**src/rtl/imem_arbiter.sv**
```systemverilog
// Round-robin arbiter sharing one single-ported instruction memory between the
// fetch port (0) and the loader/debug port (1); fixed 2-cycle response latency.
`timescale 1ns/1ps
module imem_arbiter #(
    parameter int unsigned ADDR_W = 7,
    parameter int unsigned DATA_W = 32
) (
    input  logic              clk,
    input  logic              rst,
    input  logic              p0_valid,
    input  logic [31:0]       p0_addr,
    output logic              p0_ready,
    output logic              p0_rsp_valid,
    output logic [DATA_W-1:0] p0_rsp_data,
    output logic              p0_rsp_err,
    input  logic              p1_valid,
    input  logic              p1_we,
    input  logic [31:0]       p1_addr,
    input  logic [DATA_W-1:0] p1_wdata,
    output logic              p1_ready,
    output logic              p1_rsp_valid,
    output logic [DATA_W-1:0] p1_rsp_data,
    output logic              p1_rsp_err,
    output logic [ADDR_W-1:0] mem_addr,
    output logic              mem_we,
    output logic [DATA_W-1:0] mem_wdata,
    input  logic [DATA_W-1:0] mem_rdata
);

    logic              last_grant;
    logic              grant0, grant1;
    logic              err0, err1, req_err;
    logic              s1_valid, s1_port, s1_err, s1_we;
    logic [DATA_W-1:0] rsp_data;

    assign err0 = (p0_addr[1:0] != 2'b00) || (p0_addr[31:ADDR_W+2] != '0);
    assign err1 = (p1_addr[1:0] != 2'b00) || (p1_addr[31:ADDR_W+2] != '0);

    // On a tie the port that did not win last time gets the slot.
    always_comb begin
        grant0 = 1'b0;
        grant1 = 1'b0;
        if (!rst) begin
            grant0 = p0_valid & (~p1_valid | last_grant);
            grant1 = p1_valid & (~p0_valid | ~last_grant);
        end
    end

    assign p0_ready = grant0;
    assign p1_ready = grant1;
    assign req_err  = grant1 ? err1 : err0;

    always_ff @(posedge clk or posedge rst) begin
        if (rst) begin
            last_grant <= 1'b1;
            s1_valid   <= 1'b0;
            s1_port    <= 1'b0;
            s1_err     <= 1'b0;
            s1_we      <= 1'b0;
            mem_addr   <= '0;
            mem_we     <= 1'b0;
            mem_wdata  <= '0;
        end else begin
            s1_valid <= grant0 | grant1;
            mem_we   <= grant1 & p1_we & ~err1;
            if (grant0 | grant1) begin
                mem_addr   <= grant1 ? p1_addr[ADDR_W+1:2] : p0_addr[ADDR_W+1:2];
                mem_wdata  <= p1_wdata;
                s1_port    <= grant1;
                s1_err     <= req_err;
                s1_we      <= grant1 & p1_we;
                last_grant <= grant1;
            end
        end
    end

    // Errored requests and write acks return zero instead of memory contents.
    assign rsp_data = (s1_err | s1_we) ? '0 : mem_rdata;

    always_ff @(posedge clk or posedge rst) begin
        if (rst) begin
            p0_rsp_valid <= 1'b0;
            p0_rsp_data  <= '0;
            p0_rsp_err   <= 1'b0;
            p1_rsp_valid <= 1'b0;
            p1_rsp_data  <= '0;
            p1_rsp_err   <= 1'b0;
        end else begin
            p0_rsp_valid <= s1_valid & ~s1_port;
            p1_rsp_valid <= s1_valid & s1_port;
            if (s1_valid && !s1_port) begin
                p0_rsp_data <= rsp_data;
                p0_rsp_err  <= s1_err;
            end
            if (s1_valid && s1_port) begin
                p1_rsp_data <= rsp_data;
                p1_rsp_err  <= s1_err;
            end
        end
    end

endmodule
```
**config.mk**
```make
export PLATFORM = sky130hd
export DESIGN_NAME = imem_arbiter
export DESIGN_NICKNAME = d
export VERILOG_FILES = /design/src/rtl/imem_arbiter.sv
export SDC_FILE = /design/constraint.sdc
export NUM_CORES = 1
export LEC_CHECK = 0
export BUFFER_PORTS_ARGS = -buffer_cell sky130_fd_sc_hd__buf_2
export CAP_MARGIN = 20
export CELL_PAD_IN_SITES_DETAIL_PLACEMENT = 0
export CELL_PAD_IN_SITES_GLOBAL_PLACEMENT = 1
export CORE_MARGIN = 2
export CORE_UTILIZATION = 32
export CTS_CLUSTER_DIAMETER = 30
export DETAILED_ROUTE_END_ITERATION = 8
export PLACE_DENSITY_LB_ADDON = 0.25
export SYNTH_ARGS = -nofsm -noshare
export SYNTH_HDL_FRONTEND = slang
export SYNTH_SLANG_ARGS = --single-unit
```
**constraint.sdc**
```tcl
create_clock -name clk -period 3.75 [get_ports clk]
set_input_delay 0.375 -clock clk [delete_from_list [all_inputs] [get_ports clk]]
set_output_delay 0.375 -clock clk [all_outputs]
set_load 0.005 [all_outputs]
```
==> impl_metrics.csv <==
group,metric,value,unit
place,dp.cells,786,
synthesis,ys.warnings.count,0,
synthesis,synth_seq_cells,113,
finish,stdcell_count,818,
synthesis,synth_compound_area_share,10.30,%
route,dr_total_vias,3770,
global_routing,grt_pass1_vias,3756,
timing,timing.fmax,0.5077,GHz
floorplan,die_h,120.3,µm
critical_path,r2r_setup_slack,1.99,ns
synthesis,synth-edff-count,0,
clock_tree,cts_hold_buffers,0,
critical_path,arrival,1.59,ns
timing,maxSlewHeadroom,36.04,%
finish,diodes,0,
floorplan,start_util,32.66,%
route,routed_via_density,4.609,
floorplan,num_io_pins,243,
timing,rsz0062_at_grt,"no",
timing,finalSetupViolations,0,
timing,tightestPinTransition,0.9557,ns
synthesis,syn_area,4325,µm²
global_routing,grt_pass1_wl,18.42,mm
place,io_buffers,242,
global_routing,grt_max_degree,74,
floorplan,num_rows,42,
synthesis,synth_mux_area_share,8.852,%
timing,finalCriticalPeriod,1.970,ns
power,leakagePower,3.300,nW
synthesis,ys_async_sr_fraction,100.0,%
synthesis,synth_nets,517,
finish,drive_gt1_share,44.86,%
synthesis,synthCells,384,
synthesis,synthFlopType,"dfrtp_1",
clock_tree,clk_root_buffer_cell,"clkbuf_16",
route,wirelength,11.62,mm
synthesis,yosys.area_share.simple,12.09,%
critical_path,startpoint,"last_grant",
clock_tree,postCtsSetupBuffers,0,
clock_tree,cts_tree,"yes",
timing,report.final.slew_viol_count,0,
floorplan,core_area,13240,µm²
clock_tree,cts_made_buffers,17,
timing,tns,0,ns
route,drt-initial-drc-count,183,
place,place.gp.congestion,0.7483,
outcome,status,"completed",
floorplan,die_area,14460,µm²
power,vdd_drop_max,280.3,µV
finish,multi_input_area,1366,µm²
min_path,hp-class,"input pin to async pin",
global_routing,grt_overflow,0,
global_routing,track_usage,16.55,%
finish,area_growth,47.35,%
clock_tree,ctsResizeCount,0,
clock_tree,cts.reportedPaths.clkPinSlew,0.05,ns
critical_path,timing.rr.start,"s1_err",
clock_tree,clkLatencyLatePin,0.40,ns
route,route.detailed.drc,0,
global_routing,antenna_found_initial,0,
job,maxCapViolations,0,
synthesis,synthAdderAreaFrac,0,%
synthesis,avgSynthCellArea,11.26,µm²
critical_path,required,3.38,ns
critical_path,criticalPathCategory,"register to output port",
timing,fin_crit_sh,52.53,%
clock_tree,max-clock-path-buffers,2,
floorplan,fp.dieW,120.3,µm
synthesis,synthDistinctLibCells,27,
finish,nFillCells,1282,
synthesis,synth_xor_area_share,0,%
critical_path,worstSetupStartpointType,"register",
place,hpwl,8.607,mm
power,power_density,608.1,nW/µm²
synthesis,synth_top_family_by_area,"simple AND/OR/NAND/NOR gates",
timing,final_hold_viol_count,0,
synthesis,synth-seq-area-share,65.40,%
critical_path,crit_path_end_kind,"output port",
critical_path,r2r-end,"p1_rsp_data[26]",
critical_path,cp_max_fo,9,
route,wl_per_cell,14.20,µm
clock_tree,htreeDepth,4,
timing,clock_skew,0.004954,ns
finish,nets,762,
route,dr.pass1.iters,6,
critical_path,rr_worst_depth,4,
route,detail-route-antenna-nets,0,
finish,ff_latch_area,2829,µm²
clock_tree,cts_num_sinks,113,
## layer usage
| metal | GRT usage, % | share of wire, % |
|---|---|---|
| met5 | 0 | 0 |
| met4 | 6.105 | 1.1 |
| met3 | 4.340 | 6.3 |
| met2 | 30.22 | 53 |
| met1 | 18.47 | 39 |
## flip-flops by register name, summed over array words and instances (netlist names)
register / count
mem_we: 1
last_grant: 1
mem_wdata: 32
mem_addr: 7
p0_rsp_valid: 1
p0_rsp_err: 1
s1_we: 1
p1_rsp_data: 32
p1_rsp_valid: 1
s1_valid: 1
s1_err: 1
p0_rsp_data: 32
s1_port: 1
p1_rsp_err: 1
## kinds of logic after synthesis
| logic type | after synthesis |
|---|---|
| and+or+nand+nor | 124 |
| DFF | 113 |
| muxes | 34 |
| AOI/OAI and AO/OA | 78 |
| buffers and inverters | 35 |
## critical path, cell delays in order, from the launching register on
cell and delay [ns]:
dfstp_2 0.56, inv_1 0.05, a21oi_2 0.38, buf_2 0.20
## layout by cell type, fill, tap and decap left out, drive strengths merged
| cell | n |
|---|---|
| o21bai | 1 |
| buf | 248 |
| nor3 | 1 |
| nor4 | 9 |
| nand2 | 101 |
| nand4 | 1 |
| and2 | 1 |
| clkinvlp | 5 |
| clkinv | 2 |
| nor2 | 4 |
| dfrtp | 112 |
| a22o | 1 |
| a222oi | 7 |
| dfstp | 1 |
| nand2b | 2 |
| a21oi | 2 |
| clkbuf | 22 |
| bufinv | 4 |
| mux2 | 34 |
| o31ai | 1 |
| inv | 12 |
| or3 | 1 |
| and4 | 2 |
| or4 | 2 |
| o21ai | 66 |
## stage by stage
step / utilization, % / worst slack (ns) / cell area (µm²) / power (mW) / hold slack (ns)
floorplan: - / 0.6126 / 4329 / 1.850 / 0.4651
global placement: 43.11 / 1.659 / 5709 / 2.210 / 0.4604
detailed placement: 43.41 / 1.606 / 5749 / 2.238 / 0.4707
CTS: 48.13 / 1.763 / 6374 / 3.928 / 0.1649
global route: 48.13 / 1.677 / 6374 / 4.091 / 0.1597
finish: 48.13 / 1.780 / 6374 / 3.876 / 0.1650
## power by group
group          switching, mW  internal, mW  total, mW
clock network          0.533          1.14       1.68
logic                  0.329         0.311      0.640
registers              0.119          1.44       1.56
## worst max path at each step
stage | to | slack, ns
finish | p0_ready | 1.78
global placement | mem_wdata[18] | 1.66
floorplan | mem_wdata[10] | 0.61
global route | p0_ready | 1.68
CTS | p0_ready | 1.76
detailed placement | mem_wdata[27] | 1.61
## cell usage after synthesis, types with 2 or more instances
cell | count | share of area (%)
buf_2 | 11 | 1.3
nand2_1 | 101 | 8.8
clkbuf_1 | 8 | 0.69
inv_1 | 11 | 0.95
buf_1 | 3 | 0.26
mux2_1 | 34 | 8.9
and4_1 | 2 | 0.41
o21ai_0 | 3 | 0.35
inv_2 | 2 | 0.17
dfrtp_1 | 112 | 65
o21ai_1 | 62 | 7.2
nor4_1 | 9 | 1.3
nand2b_1 | 2 | 0.29
a21oi_2 | 2 | 0.41
nor2_1 | 4 | 0.35
a222oi_1 | 7 | 1.6
## area by class of cell
class,instances,area share [%]
Inverter,13,0.8245
Clock inverter,10,2.513
Tap cell,176,3.455
Timing Repair Buffer,248,20.10
Sequential cell,113,44.39
Multi-Input combinational cell,236,21.44
Clock buffer,22,7.283
(Power assumes the default switching activity.)
